## config.mk

```make
export PLATFORM = sky130hd
export DESIGN_NAME = p_run_controller
export DESIGN_NICKNAME = d
export VERILOG_FILES = /design/src/rtl/p_run_controller.sv
export SDC_FILE = /design/constraint.sdc
export NUM_CORES = 1
export LEC_CHECK = 0
export BUFFER_PORTS_ARGS = -buffer_cell sky130_fd_sc_hd__buf_2
export CAP_MARGIN = 0
export CORE_AREA = 2 2 131 133
export DETAILED_ROUTE_END_ITERATION = 12
export DIE_AREA = 0 0 133 135
export GPL_TIMING_DRIVEN = 0
export PLACE_DENSITY = 0.79
export SKIP_LAST_GASP = 1
export SLEW_MARGIN = 20
export SYNTH_ARGS = -nofsm -noshare
export SYNTH_HDL_FRONTEND = slang
export SYNTH_SLANG_ARGS = --single-unit
```

## constraint.sdc

```tcl
create_clock -name clk -period 2.85 [get_ports clk]
set_input_delay 0 -clock clk [delete_from_list [all_inputs] [get_ports clk]]
set_output_delay 0 -clock clk [all_outputs]
set_load 0.02 [all_outputs]
```

## src/rtl/p_run_controller.sv

```systemverilog
// Run/bring-up sequencer for the pipelined core: holds reset, pulses load_pc,
// runs until a halt address, a stable PC or the cycle budget, then freezes the core.
module p_run_controller #(
    parameter int PC_W          = 32,
    parameter int CNT_W         = 32,
    parameter int RST_CYCLES    = 1,
    parameter int LOAD_CYCLES   = 1,
    parameter int MAX_CYCLES    = 500,
    parameter int STABLE_CYCLES = 4
) (
    input  logic             clk,
    input  logic             reset,
    input  logic             start,
    input  logic [PC_W-1:0]  pc_in,
    input  logic             halt_pc_en,
    input  logic [PC_W-1:0]  halt_pc,
    output logic             core_reset,
    output logic             load_pc,
    output logic             running,
    output logic             done,
    output logic             timeout,
    output logic [CNT_W-1:0] cycle_count,
    output logic [PC_W-1:0]  last_pc
);

    typedef enum logic [2:0] {
        S_IDLE,
        S_RESET_HOLD,
        S_LOAD,
        S_RUN,
        S_DONE
    } state_t;

    localparam logic [31:0]      RST_LAST   = 32'(RST_CYCLES - 1);
    localparam logic [31:0]      LOAD_LAST  = 32'(LOAD_CYCLES - 1);
    localparam logic [31:0]      STABLE_LIM = 32'(STABLE_CYCLES);
    localparam logic [CNT_W-1:0] CNT_MAX    = CNT_W'(MAX_CYCLES);

    state_t            state, state_nxt;
    logic [31:0]       phase, phase_nxt;
    logic [31:0]       stable, stable_nxt;
    logic [CNT_W-1:0]  count_nxt;
    logic [PC_W-1:0]   last_pc_nxt;
    logic              done_nxt, timeout_nxt;
    logic              core_reset_nxt, load_pc_nxt, running_nxt;
    logic              halt_hit, stable_hit, budget_hit;

    always_ff @(posedge clk or negedge reset) begin
        if (!reset) begin
            state       <= S_IDLE;
            phase       <= '0;
            stable      <= '0;
            cycle_count <= '0;
            last_pc     <= '0;
            done        <= 1'b0;
            timeout     <= 1'b0;
            core_reset  <= 1'b1;
            load_pc     <= 1'b0;
            running     <= 1'b0;
        end else begin
            state       <= state_nxt;
            phase       <= phase_nxt;
            stable      <= stable_nxt;
            cycle_count <= count_nxt;
            last_pc     <= last_pc_nxt;
            done        <= done_nxt;
            timeout     <= timeout_nxt;
            core_reset  <= core_reset_nxt;
            load_pc     <= load_pc_nxt;
            running     <= running_nxt;
        end
    end

    always_comb begin
        state_nxt   = state;
        phase_nxt   = phase;
        stable_nxt  = stable;
        count_nxt   = cycle_count;
        last_pc_nxt = last_pc;
        done_nxt    = done;
        timeout_nxt = timeout;
        halt_hit    = 1'b0;
        stable_hit  = 1'b0;
        budget_hit  = 1'b0;

        case (state)
            S_IDLE, S_DONE: begin
                if (start) begin
                    state_nxt   = S_RESET_HOLD;
                    phase_nxt   = '0;
                    stable_nxt  = '0;
                    count_nxt   = '0;
                    last_pc_nxt = '0;
                    done_nxt    = 1'b0;
                    timeout_nxt = 1'b0;
                end
            end
            S_RESET_HOLD: begin
                if (phase == RST_LAST) begin
                    state_nxt = S_LOAD;
                    phase_nxt = '0;
                end else begin
                    phase_nxt = phase + 32'd1;
                end
            end
            S_LOAD: begin
                if (phase == LOAD_LAST) begin
                    state_nxt  = S_RUN;
                    phase_nxt  = '0;
                    stable_nxt = '0;
                end else begin
                    phase_nxt = phase + 32'd1;
                end
            end
            S_RUN: begin
                count_nxt   = cycle_count + CNT_W'(1);
                last_pc_nxt = pc_in;
                // cycle_count is still zero on the first RUN edge, so last_pc is not yet valid
                if (cycle_count == '0) begin
                    stable_nxt = '0;
                end else if (pc_in == last_pc) begin
                    stable_nxt = stable + 32'd1;
                end else begin
                    stable_nxt = '0;
                end
                halt_hit   = halt_pc_en && (pc_in == halt_pc);
                stable_hit = (stable_nxt >= STABLE_LIM);
                budget_hit = (count_nxt >= CNT_MAX);
                if (halt_hit || stable_hit || budget_hit) begin
                    state_nxt   = S_DONE;
                    done_nxt    = 1'b1;
                    timeout_nxt = budget_hit && !halt_hit && !stable_hit;
                end
            end
            default: state_nxt = S_IDLE;
        endcase

        // Outputs are registered from the next state so they line up with it.
        core_reset_nxt = !((state_nxt == S_LOAD) || (state_nxt == S_RUN));
        load_pc_nxt    = (state_nxt == S_LOAD);
        running_nxt    = (state_nxt == S_RUN);
    end

endmodule

```

* Word level (Yosys, flattened, before mapping)
Cells that the tools add are included.
Word-level totals: output and inout port bits 69, input port bits 68, flip-flop bits (word level) 136, word-level logic and storage cells 67
Cells by class: equal/unequal tests 11, reductions and logical operators 21, add/subtract/negate cells 3, mux-type cells 20, $lt $le $gt $ge 2
Operator list (count):
- 2-to-1 mux 32 bit | 6
- one-hot mux 32 bit (2 select lines) | 3
- adder 32 x 1 -> 32 bit (second input constant) | 3
- one-hot mux 32 bit (3 select lines) | 1
- == test 32 bit | 2
- zero test 32 bit | 2
- >= comparator 32 x 3 -> 1 bit (second input constant) | 1
- >= comparator 32 x 9 -> 1 bit (second input constant) | 1
- == test 3 x 2 -> 1 bit (second input constant) | 4
- 2-to-1 mux 3 bit | 4
- one-hot mux 3 bit (4 select lines) | 1
- inequality test 2 bit (second input constant) | 3
- AND reduction 3 bit | 2
- one-hot mux 1 bit (2 select lines) | 2
- AND reduction 2 bit | 2
- nonzero test 2 bit | 2
- OR reduction 2 bit | 2
- == test 3 x 1 -> 1 bit (second input constant) | 1
- == test 3 bit (second input constant) | 1
- logical AND 1 bit | 3
- zero test 1 bit | 3
- zero test 3 bit | 1
- logical OR 1 bit | 3
- 2-to-1 mux 1 bit | 3
- nonzero test 3 bit | 1

* Logic depth before layout (Yosys ltp)
Gate-level depths: netlist of the first run.
depth after elaboration 12, depth in mapped cells 11, depth with buffers taken out 10

* Least setup slack after synthesis of the first run
Ideal clock, no wire load.
path kind register to register, start register cycle_count[0], end register state[2], library setup time 132 ps, buffers on the path 2, arrival 2987 ps, stages on the path, launching flop included 12, required time 2718 ps, setup slack -269 ps, period minus slack after synthesis 3119 ps, path through dfrtp_1 > ha_1 > clkbuf_1 > and2_1 > clkbuf_1 > and3_1 > nand3_1 > mux2i_1 > or4_1 > or4_4 > o21ai_1 > o41ai_1
Between the ends: longest elaborated chain between the ends 8, elaborated cells between the ends (all ways) 10, classes of those cells 1 x add/sub; 2 x order compare; 4 x mux; 3 x reduce/logical
RTL lines:
- start: declaration | line 22 | output logic [CNT_W-1:0] cycle_count,
- start signal: assignment | line 64 | cycle_count <= count_nxt;
- branches (longest 5 deep; another with adder 32 x 1 -> 32 bit)
- logical OR 1 bit (*) | line 129 | if (halt_hit || stable_hit || budget_hit) begin
- 2-to-1 mux 3 bit (*) | line 129
- one-hot mux 3 bit (4 select lines) (*) | line 86 | case (state)
- via state_nxt[2] | line 39 | state_t state, state_nxt;
- end signal: assignment | line 61 | state <= state_nxt;
- end: declaration | line 39
Mark *: on every way through the listed nets, which the timed path passes. The select of a mux whose other input is x is not followed. A chain may end at the register's enable or synchronous reset.

* Worst setup path in the final report of the first run
start register cycle_count[7], end register running
Between the ends: longest elaborated chain between the ends 9, elaborated cells between the ends (all ways) 11, classes of those cells 1 x add/sub; 2 x order compare; 1 x eq/ne; 4 x mux; 3 x reduce/logical
RTL lines:
- branches (longest 5 deep; another with adder 32 x 1 -> 32 bit)
- logical OR 1 bit (*) | line 129
- 2-to-1 mux 3 bit (*) | line 129
- one-hot mux 3 bit (4 select lines) (*) | line 86
- == test 3 x 2 -> 1 bit (*) | line 141 | running_nxt = (state_nxt == S_RUN);
- via running_nxt | line 45 | logic core_reset_nxt, load_pc_nxt, running_nxt;
- end signal: assignment | line 70 | running <= running_nxt;
- end: declaration | line 19 | output logic running,
Marks and branches as above.

==> impl_metrics.env, run 1 <==
export IMPL_fin_setup_tns_ns=-0.424
export IMPL_clockBufferDepth=2
export IMPL_power_density_nw_per_um2=755
export IMPL_synth_compound_area_share_pct=18.3
export IMPL_htree_levels=4
export IMPL_yosysSeqAreaShare_pct=40.5
export IMPL_synth_top_family_by_area="simple AND/OR/NAND/NOR gates"
export IMPL_port_buffers=136
export IMPL_fmax_mhz=333
export IMPL_vdd_drop_max_v=0.000641
export IMPL_crit_family="simple AND/OR/NAND/NOR gates"
export IMPL_synthMuxAreaShare_pct=0.997
export IMPL_p_leak_nw=5.10
export IMPL_critical_path_slowest_cell="or4_4"
export IMPL_cts_made_buffers=17
export IMPL_slowest_delay_ns=0.56
export IMPL_num_nets_final=1299
export IMPL_syn_area_um2=8400
export IMPL_wire_per_inst_um=18.8
export IMPL_synth_edff_count=0
export IMPL_crit_path_start_kind="register"
export IMPL_period_share_pct=105
export IMPL_critPathMaxFanout=7
export IMPL_arrival_ns=3.35
export IMPL_die_w_um=133
export IMPL_netlist_top_cells_count="dfrtp_1 (135), nor2_1 (100), o21ai_0 (100)"
export IMPL_synth_xor_area_share_pct=10.7
export IMPL_drv_cap=0
export IMPL_grt_max_degree=73
export IMPL_n_fill_cell=1243
export IMPL_cts_tree="built"
export IMPL_pre_cts_ws_ns=-0.784
export IMPL_area_delta_synth_final_pct=34.6
export IMPL_grt_setup_unrepaired="yes"
export IMPL_grt_pass1_vias=8533
export IMPL_hpwl_um=17000
export IMPL_synthTopCellsByArea="dfrtp_1 (40%), xor2_1 (7.0%), o21ai_0 (6.0%), nor2_1 (4.5%), xnor2_1 (3.8%)"
export IMPL_cp_cell_sequence="buf_6 > nand4_4 > nor2_4 > buf_6 > nand2_4 > nor4_2 > a21oi_1 > or4_4 > or4_4 > nor3_4 > o21a_1"
export IMPL_rows=47
export IMPL_drv_slew=0
export IMPL_io_pin_count=137
export IMPL_fin_worst_skew_ns=0.00995
export IMPL_synthSimpleGateAreaFrac_pct=24.9
export IMPL_drt_iter0_drc=977
export IMPL_core_area_um2=16400
export IMPL_drt_pass1_iter_count=6
export IMPL_violations="setup timing"
export IMPL_status="finished, violations left"
export IMPL_worstSetupPathType="reg -> reg"
export IMPL_final_antenna_net_count=0
export IMPL_drive_gt1_share_pct=28.2
export IMPL_tightest_slew_ns=0.865
export IMPL_path_clk_slew_ns=0.06
export IMPL_yosysTopAreaCell="dfrtp_1"
export IMPL_min_path_type="in -> async"
export IMPL_async_flop_share_pct=100
export IMPL_ys_types=58
export IMPL_die_area_um2=18000
export IMPL_grt_overflow_total=0
export IMPL_synth_flop_cell="dfrtp_1"
export IMPL_cp_required_ns=3.19
export IMPL_layout_setup_ws_ns=-0.155
export IMPL_clock_sinks=136
export IMPL_place_gp_congestion=0.901
export IMPL_grt_pass1_wl_um=42900
export IMPL_yosysMostFrequentCell="dfrtp_1"
export IMPL_root_buffer="clkbuf_16"
export IMPL_vias=9029
export IMPL_synthAdderAreaFrac_pct=0.744
export IMPL_num_antenna_cells=0
export IMPL_vias_per_cell=6.19
export IMPL_worst_path_buf_inv=2
export IMPL_die_h_um=135
export IMPL_start_util_pct=51.2
export IMPL_finalPower_mw=8.54
export IMPL_place_area_um2=9490
export IMPL_grt_antenna_before_repair=0
export IMPL_grt_usage_pct=29.7
export IMPL_syn_nets=1051
export IMPL_max_slew_margin_rel_pct=42.1
export IMPL_synthCells=978
export IMPL_drt_total_wl_um=27400
export IMPL_setup_violations=6
export IMPL_utilization_pct=68.9
export IMPL_synth_top_area_share_pct=40.2
export IMPL_synth_seq_cells=136
export IMPL_route_detailed_drc=0
export IMPL_min_period_ns=3.01
export IMPL_syn_avg_cell_area_um2=8.59
export IMPL_clk_latency_ns=0.43
export IMPL_yosys_warnings=0
export IMPL_worst_setup_path_end_kind="register"
export IMPL_hold_viol=0
export IMPL_fin_area_um2=11300
worst paths after layout:
path / from / end / slack, ns / depth (start not counted)
worst max-delay path: cycle_count[7]$_DFFE_PN0P_ / running$_DFF_PN0_ / -0.16 / 11
worst min-delay path: reset / phase[20]$_DFFE_PN0P_ / 0.13 / 2
worst max register to register: cycle_count[7]$_DFFE_PN0P_ / running$_DFF_PN0_ / -0.16 / 11
worst min register to register: stable[26]$_DFFE_PN0P_ / stable[26]$_DFFE_PN0P_ / 0.50 / 1
max in group asynchronous: reset / core_reset$_DFF_PN1_ / 1.99 / 3
min in group clk: start / state[2]$_DFF_PN0_ / 0.33 / 3
kinds of logic after synthesis:
logic type	Yosys count
simple gates	403
compound gates	239
flops	136
xor+xnor	103
buf+inv	84
mux	8
fa+ha+maj	5
flip-flops by register name (all words and copies together) (netlist names):
signal	cells
state	3
phase	32
last_pc	32
running	1
stable	32
cycle_count	32
timeout	1
done	1
load_pc	1
core_reset	1
routing by layer:
| metal | vias up | routed length (um) | track usage (%) |
|---|---|---|---|
| met3 | 110 | 2320 | 6.38 |
| met5 | - | 0 | 0 |
| met4 | 0 | 925 | 13.4 |
| met1 | 4330 | 10700 | 37.7 |
| li1 | 4060 | - | - |
| met2 | 529 | 13400 | 49.0 |
layout make-up:
class	instances	area, um2	share of cell area (%)
multi-input combinational	758	5000	44.2
clock buffer	24	482	4.26
clock inverter	8	145	1.28
buffer	45	256	2.27
inverter	21	78.8	0.697
sequential	136	3450	30.5
tap	220	275	2.43
timing repair buffer	247	1630	14.4
stage by stage:
step           hold WS (ns)  instances
2_1_floorplan        -0.296        978
3_3_place_gp          0.198       1334
3_5_place_dp         0.0168       1335
4_1_cts               0.164       1431
5_1_grt               0.191       1459
6_report              0.127       1459
worst register-to-register path: cells and delay by family, from the launching register on:
| kind | cells | cell delay [ns] |
|---|---|---|
| AOI/OAI and AO/OA | 2 | 0.30 |
| buffers and inverters | 2 | 0.26 |
| DFF | 1 | 0.37 |
| and+or+nand+nor | 7 | 2.00 |
where the power goes:
group	internal [mW]	total (mW)	switching, mW
clock network	1.53	2.39	0.859
logic	1.23	3.51	2.28
registers	2.28	2.64	0.362
what timing repair did:
action	CTS	global route
pin swaps	21	17
hold buffers	34	0
endpoints found under the setup margin	61	54
setup buffers	42	34
resized for setup	68	48
hold endpoints to repair	106	0
layout by cell type, fill, tap and decap left out, types with 6 or more instances in the layout:
cell and instances:
nor2b_1 11, xor2_1 66, o41ai_1 13, nor2_1 94
dlygate4sd3_1 34, dfrtp_2 33, o31ai_1 26, and3_1 20
or3_1 7, dfrtp_1 102, a21oi_1 22, nand2_1 70
clkbuf_1 31, nand4_1 34, clkbuf_16 17, nand3_1 49
buf_2 135, nand2b_1 12, a22o_1 31, xnor2_1 36
o21ai_0 97, buf_6 6, and2_1 7, inv_1 21
buf_4 80, a31oi_1 12, nor3_1 16, nor4_1 22
Power figures use the tool's default switching activity.
==> inputs of run 2 (changes only) <==
--- a/config.mk
+++ b/config.mk
@@ -7,11 +7,11 @@
 export LEC_CHECK = 0
 export BUFFER_PORTS_ARGS = -buffer_cell sky130_fd_sc_hd__buf_2
 export CAP_MARGIN = 0
-export CORE_AREA = 2 2 131 133
+export CORE_AREA = 2 2 120 122
 export DETAILED_ROUTE_END_ITERATION = 12
-export DIE_AREA = 0 0 133 135
+export DIE_AREA = 0 0 122 124
 export GPL_TIMING_DRIVEN = 0
-export PLACE_DENSITY = 0.79
+export PLACE_DENSITY = 0.88
 export SKIP_LAST_GASP = 1
 export SLEW_MARGIN = 20
 export SYNTH_ARGS = -nofsm -noshare
==> constraint.sdc (replaced) <==
create_clock -name clk -period 3.7 [get_ports clk]
set_input_delay 0 -clock clk [delete_from_list [all_inputs] [get_ports clk]]
set_output_delay 0 -clock clk [all_outputs]
set_load 0.02 [all_outputs]
==> run 2 against run 1 <==
  * The run now ends clean
  * Die area is 16% lower
  * Core utilization is 6.2 points higher
  * Non-clock buffer count is 59 lower
  * Sequential share of layout area is 2.6 points higher
  * Clock-buffer cell count is 1 higher
  * Sequential power is 22% lower
  * Clock power is 28% lower
  * Critical path depth is 1 lower
  * Combinational power is 29% lower
  * Setup slack better by 0.33 ns
  * Critical endpoint is now timeout$_DFFE_PN0P_
==> impl_metrics.env, run 2 (synthesized netlist as in run 1, its figures left out) <==
export IMPL_io_pin_count=137
export IMPL_clk_latency_ns=0.43
export IMPL_max_slew_margin_rel_pct=40.7
export IMPL_period_share_pct=95.2
export IMPL_area_delta_synth_final_pct=22.7
export IMPL_setup_violations=0
export IMPL_cts_tree="built"
export IMPL_die_w_um=122
export IMPL_vias=8974
export IMPL_num_nets_final=1240
export IMPL_cp_startpoint="cycle_count[0]$_DFFE_PN0P_"
export IMPL_arrival_ns=3.80
export IMPL_rows=43
export IMPL_vdd_drop_max_v=0.000642
export IMPL_worstSetupPathType="reg -> reg"
export IMPL_port_buffers=136
export IMPL_drv_cap=0
export IMPL_min_period_ns=3.52
export IMPL_die_h_um=124
export IMPL_core_area_um2=13700
export IMPL_die_area_um2=15100
export IMPL_grt_pass1_vias=8290
export IMPL_final_antenna_net_count=0
export IMPL_hpwl_um=16800
export IMPL_worstReg2RegStart="cycle_count[0]$_DFFE_PN0P_"
export IMPL_status="finished clean"
export IMPL_vias_per_cell=6.60
export IMPL_route_detailed_drc=0
export IMPL_drt_total_wl_um=27000
export IMPL_fin_worst_skew_ns=0.0103
export IMPL_grt_usage_pct=36.1
export IMPL_rr_worst_depth=10
export IMPL_drv_slew=0
export IMPL_tightest_slew_ns=0.886
export IMPL_hold_viol=0
export IMPL_grt_pass1_wl_um=42700
export IMPL_mostFrequentLayoutCell="buf_2"
export IMPL_cp_required_ns=3.98
export IMPL_path_clk_slew_ns=0.06
export IMPL_fin_setup_tns_ns=0
export IMPL_n_fill_cell=950
export IMPL_multiInputGateArea_um2=4700
export IMPL_min_path_type="in -> async"
export IMPL_holdWs_ns=0.103
export IMPL_grt_max_degree=74
export IMPL_layout_common_cells="buf_2 (139), dfrtp_1 (135), nor2_1 (100), o21ai_0 (100), nand2_1 (74)"
export IMPL_critPathMaxFanout=9
export IMPL_clockBufferDepth=2
export IMPL_fmax_mhz=284
export IMPL_grt_antenna_before_repair=0
export IMPL_place_gp_congestion=0.969
export IMPL_num_antenna_cells=0
export IMPL_drt_pass1_iter_count=8
export IMPL_grt_overflow_total=0
export IMPL_cts_made_buffers=17
export IMPL_clock_sinks=136
export IMPL_drive_gt1_share_pct=16.4
export IMPL_power_density_nw_per_um2=610
export IMPL_worst_setup_path_end_kind="register"
export IMPL_seq_area_um2=3400
export IMPL_wire_per_inst_um=19.8
export IMPL_drt_iter0_drc=1060
export IMPL_start_util_pct=61.3
export IMPL_p_leak_nw=4.59
export IMPL_htree_levels=4
export IMPL_grt_setup_unrepaired="no"
export IMPL_root_buffer="clkbuf_16"
export IMPL_crit_path_start_kind="register"
## run 2: changes by cell type in the layout (fill, tap and decap cells not counted), moves of 4 or more
cell and delta:
nor4_1 +4, nor2_2 -4, nand3_1 +4, nand3_4 -4, buf_6 -6, nor2_1 +6
clkbuf_1 +23, dfrtp_2 -33, buf_2 +4, dfrtp_1 +33, buf_4 -78, nand2_1 +4
## run 2: repair_timing
action,in CTS,in global routing
setup buffers,0,2
endpoints found under the hold margin,157,0
endpoints found under the setup margin,0,36
resized for setup,0,9
hold buffers,34,0
## run 2: area by class of cell
type                            count  share of cell area, %
Tap cell                          180                   2.18
Buffer                             60                   2.27
Sequential cell                   136                   33.0
Multi-Input combinational cell    758                   45.6
Timing Repair Buffer              173                   10.4
Inverter                           21                  0.765
Clock buffer                       25                   4.90
Clock inverter                      7                  0.874
## run 2: worst max-delay path, cell delays in order, from the launching register on
cell and delay, ns:
dfrtp_1 0.50, ha_1 0.20, clkbuf_1 0.32, and2_2 0.36, and3_1 0.25, nand3_1 0.17
mux2i_1 0.16, or4_1 0.44, or4_4 0.60, a31oi_1 0.26, a211oi_1 0.10
## run 2: per-layer routing
| layer | track usage (%) | routed length (um) |
|---|---|---|
| met2 | 57.3 | 12600 |
| met5 | 0 | 0 |
| met1 | 45.1 | 9840 |
| met4 | 20.1 | 1620 |
| met3 | 9.57 | 2880 |
## run 2: worst paths after layout
path / endpoint / slack [ns]
worst max-delay path: timeout$_DFFE_PN0P_ / 0.18
worst min-delay path: stable[11]$_DFFE_PN0P_ / 0.10
worst max register to register: timeout$_DFFE_PN0P_ / 0.18
worst min register to register: stable[26]$_DFFE_PN0P_ / 0.50
max in group asynchronous: cycle_count[24]$_DFFE_PN0P_ / 2.88
min in group clk: state[2]$_DFF_PN0_ / 0.35
## run 2: where the power goes
group	leakage, nW	total, mW	internal [mW]	switching, mW
Sequential	1.83	2.07	1.75	0.318
Combinational	2.47	2.50	0.802	1.70
Clock	0.289	1.72	1.08	0.644
Total	4.59	6.29	3.63	2.66
## run 2: metrics by stage
stage                     utilization (%)  total power, mW  instances  instance area [um2]  worst slack, ns
after floorplan                         -             3.48        978                 8400            0.581
after global routing                 75.1             6.52       1360                10300           0.0153
after global placement               67.9             4.28       1294                 9310            0.174
final                                75.1             6.29       1360                10300            0.177
after CTS                            75.0             6.12       1361                10300           0.0564
after detailed placement             68.1             4.35       1295                 9350            0.120
==> inputs of run 3 (changes only) <==
--- a/config.mk
+++ b/config.mk
@@ -7,11 +7,11 @@
 export LEC_CHECK = 0
 export BUFFER_PORTS_ARGS = -buffer_cell sky130_fd_sc_hd__buf_2
 export CAP_MARGIN = 0
-export CORE_AREA = 2 2 120 122
+export CORE_AREA = 2 2 131 133
 export DETAILED_ROUTE_END_ITERATION = 12
-export DIE_AREA = 0 0 122 124
+export DIE_AREA = 0 0 133 135
 export GPL_TIMING_DRIVEN = 0
-export PLACE_DENSITY = 0.88
+export PLACE_DENSITY = 0.79
 export SKIP_LAST_GASP = 1
 export SLEW_MARGIN = 20
 export SYNTH_ARGS = -nofsm -noshare
==> constraint.sdc (replaced) <==
create_clock -name clk -period 2.8 [get_ports clk]
set_input_delay 0 -clock clk [delete_from_list [all_inputs] [get_ports clk]]
set_output_delay 0 -clock clk [all_outputs]
set_load 0.02 [all_outputs]
==> run 3 against run 2 <==
  * The run now ends with setup timing left
  * Critical path depth shrank 1
  * First-iteration DRC count grew 1.1%
  * Clock-buffer cell count shrank 1
  * Clock skew is essentially flat
  * Via count grew 1.7%
  * Register-to-register slack lost 0.24 ns
  * Routed wire length grew 3.7%
  * Global-route usage shrank 6.1 points
  * Power grew 38%
==> impl_metrics.env, run 3 (synthesized netlist as in run 1, its figures left out) <==
export IMPL_mostFrequentLayoutCell="buf_2"
export IMPL_port_buffers=136
export IMPL_fin_cells=1461
export IMPL_start_util_pct=51.2
export IMPL_vdd_drop_max_v=0.000636
export IMPL_num_antenna_cells=0
export IMPL_setup_violations=3
export IMPL_path_clk_slew_ns=0.06
export IMPL_violations="setup timing"
export IMPL_p_leak_nw=5.13
export IMPL_hold_viol=0
export IMPL_layout_setup_ws_ns=-0.0644
export IMPL_period_share_pct=102
export IMPL_grt_max_degree=73
export IMPL_critPathMaxFanout=4
export IMPL_clkPwrFrac_pct=27.9
export IMPL_switching_share_pct=41.0
export IMPL_rows=47
export IMPL_max_slew_margin_rel_pct=42.4
export IMPL_drive_gt1_share_pct=29.1
export IMPL_tightest_slew_ns=0.860
export IMPL_die_area_um2=18000
export IMPL_status="finished, violations left"
export IMPL_grt_overflow_total=0
export IMPL_arrival_ns=3.21
export IMPL_grt_pass1_wl_um=43300
export IMPL_vias=9126
export IMPL_io_pin_count=137
export IMPL_dp_cells=1335
export IMPL_crit_path_start_kind="register"
export IMPL_fmax_mhz=349
export IMPL_die_w_um=133
export IMPL_drt_iter0_drc=1072
export IMPL_r2r_slack_ns=-0.06
export IMPL_clk_latency_ns=0.43
export IMPL_area_delta_synth_final_pct=35.8
export IMPL_cts_tree="built"
export IMPL_core_area_um2=16400
export IMPL_grt_antenna_before_repair=0
export IMPL_hpwl_um=17000
export IMPL_num_nets_final=1301
export IMPL_place_gp_congestion=0.901
export IMPL_share_seq_of_total_power_pct=31.2
export IMPL_final_antenna_net_count=0
export IMPL_worstSetupPathType="reg -> reg"
export IMPL_p_int_mw=5.13
export IMPL_clock_sinks=136
export IMPL_drt_pass1_iter_count=6
export IMPL_min_period_ns=2.86
export IMPL_worst_setup_path_end_kind="register"
export IMPL_drt_total_wl_um=28000
export IMPL_grt_setup_unrepaired="yes"
export IMPL_clockBufferDepth=2
export IMPL_vias_per_cell=6.25
export IMPL_power_density_nw_per_um2=762
export IMPL_layout_common_cells="buf_2 (135), dfrtp_1 (100), nor2_1 (95), o21ai_0 (95), buf_4 (82)"
export IMPL_drv_slew=0
export IMPL_die_h_um=135
export IMPL_cts_made_buffers=17
export IMPL_n_fill_cell=1216
export IMPL_htree_levels=4
export IMPL_grt_pass1_vias=8558
export IMPL_min_path_type="in -> async"
export IMPL_place_area_um2=9490
export IMPL_power_switching_mw=3.56
export IMPL_grt_usage_pct=30.0
export IMPL_drv_cap=0
export IMPL_fin_worst_skew_ns=0.0101
export IMPL_fin_area_um2=11400
export IMPL_cp_required_ns=3.14
export IMPL_wire_per_inst_um=19.1
export IMPL_root_buffer="clkbuf_16"
export IMPL_pwr_share_comb_pct=41.0
export IMPL_route_detailed_drc=0
## run 3: changes by cell type in the layout (fill, tap and decap cells not counted), moves of 5 or more
| cell | before | now |
|---|---|---|
| buf_4 | 2 | 82 |
| buf_6 | 0 | 8 |
| clkbuf_1 | 54 | 29 |
| dfrtp_1 | 135 | 100 |
| dfrtp_2 | 0 | 35 |
| nand2_1 | 74 | 69 |
| nor2_1 | 100 | 95 |
| nor4_1 | 26 | 21 |
| o21ai_0 | 100 | 95 |
## run 3: cell type report
| type | count | area (um2) | share of cell area [%] |
|---|---|---|---|
| Clock inverter | 8 | 145 | 1.27 |
| Tap cell | 220 | 275 | 2.41 |
| Inverter | 21 | 78.8 | 0.691 |
| Timing Repair Buffer | 251 | 1660 | 14.5 |
| Buffer | 43 | 254 | 2.23 |
| Clock buffer | 24 | 482 | 4.22 |
| Sequential cell | 136 | 3450 | 30.2 |
| Multi-Input combinational cell | 758 | 5070 | 44.4 |
## run 3: worst max-delay path, stage by stage (launching register included)
cell       delay [ns]
dfrtp_2          0.37
nand4_1          0.16
or4_4            0.59
or2_4            0.27
xor2_2           0.18
o2111ai_2        0.18
nor4b_4          0.40
a32oi_4          0.22
nor3_4           0.23
o21a_1           0.20
## run 3: per-stage QoR
step                total power [mW]  hold slack (ns)  util (%)  setup WS [ns]  TNS [ns]
floorplan                       4.66           -0.296         -        -0.0486    -0.144
global placement                5.76            0.198      57.6         -0.850    -62.26
detailed placement              5.82           0.0168      57.8         -0.834    -31.76
CTS                             8.40            0.164      67.4      0.0000300         0
global route                    9.06            0.195      69.6         -0.142     -1.69
finish                          8.70            0.129      69.6        -0.0644    -0.107
## run 3: final timing paths
path | from | end | cells after the start
max in group asynchronous | reset | core_reset$_DFF_PN1_ | 3
hold reg to reg | done$_DFFE_PN0P_ | done$_DFFE_PN0P_ | 2
setup reg to reg | stable[4]$_DFFE_PN0P_ | running$_DFF_PN0_ | 9
min in group clk | start | state[2]$_DFF_PN0_ | 3
hold / removal | reset | phase[20]$_DFFE_PN0P_ | 2
setup / recovery | stable[4]$_DFFE_PN0P_ | running$_DFF_PN0_ | 9
## run 3: per-layer routing
layer / wire length (um) / track usage (%) / vias up
met5: 0 / 0 / -
met4: 1070 / 13.2 / 0
met3: 2340 / 6.38 / 130
met2: 13600 / 49.7 / 575
met1: 11000 / 38.1 / 4352
li1: - / - / 4069
## run 3: what timing repair did
action | CTS | global route
pin swaps | 26 | 10
setup endpoints to repair | 61 | 58
hold endpoints to repair | 106 | 0
hold buffers | 34 | 0
buffers inserted | 47 | 33
gates resized for setup | 82 | 48
## run 3: power groups by stage
stage | Combinational [mW] | Sequential, mW | Clock [mW]
after floorplan | 1.64 | 3.01 | 0
after global placement | 3.08 | 2.68 | 0
after detailed placement | 3.14 | 2.68 | 0
after CTS | 3.31 | 2.67 | 2.42
after global routing | 3.79 | 2.74 | 2.52
final | 3.56 | 2.71 | 2.42
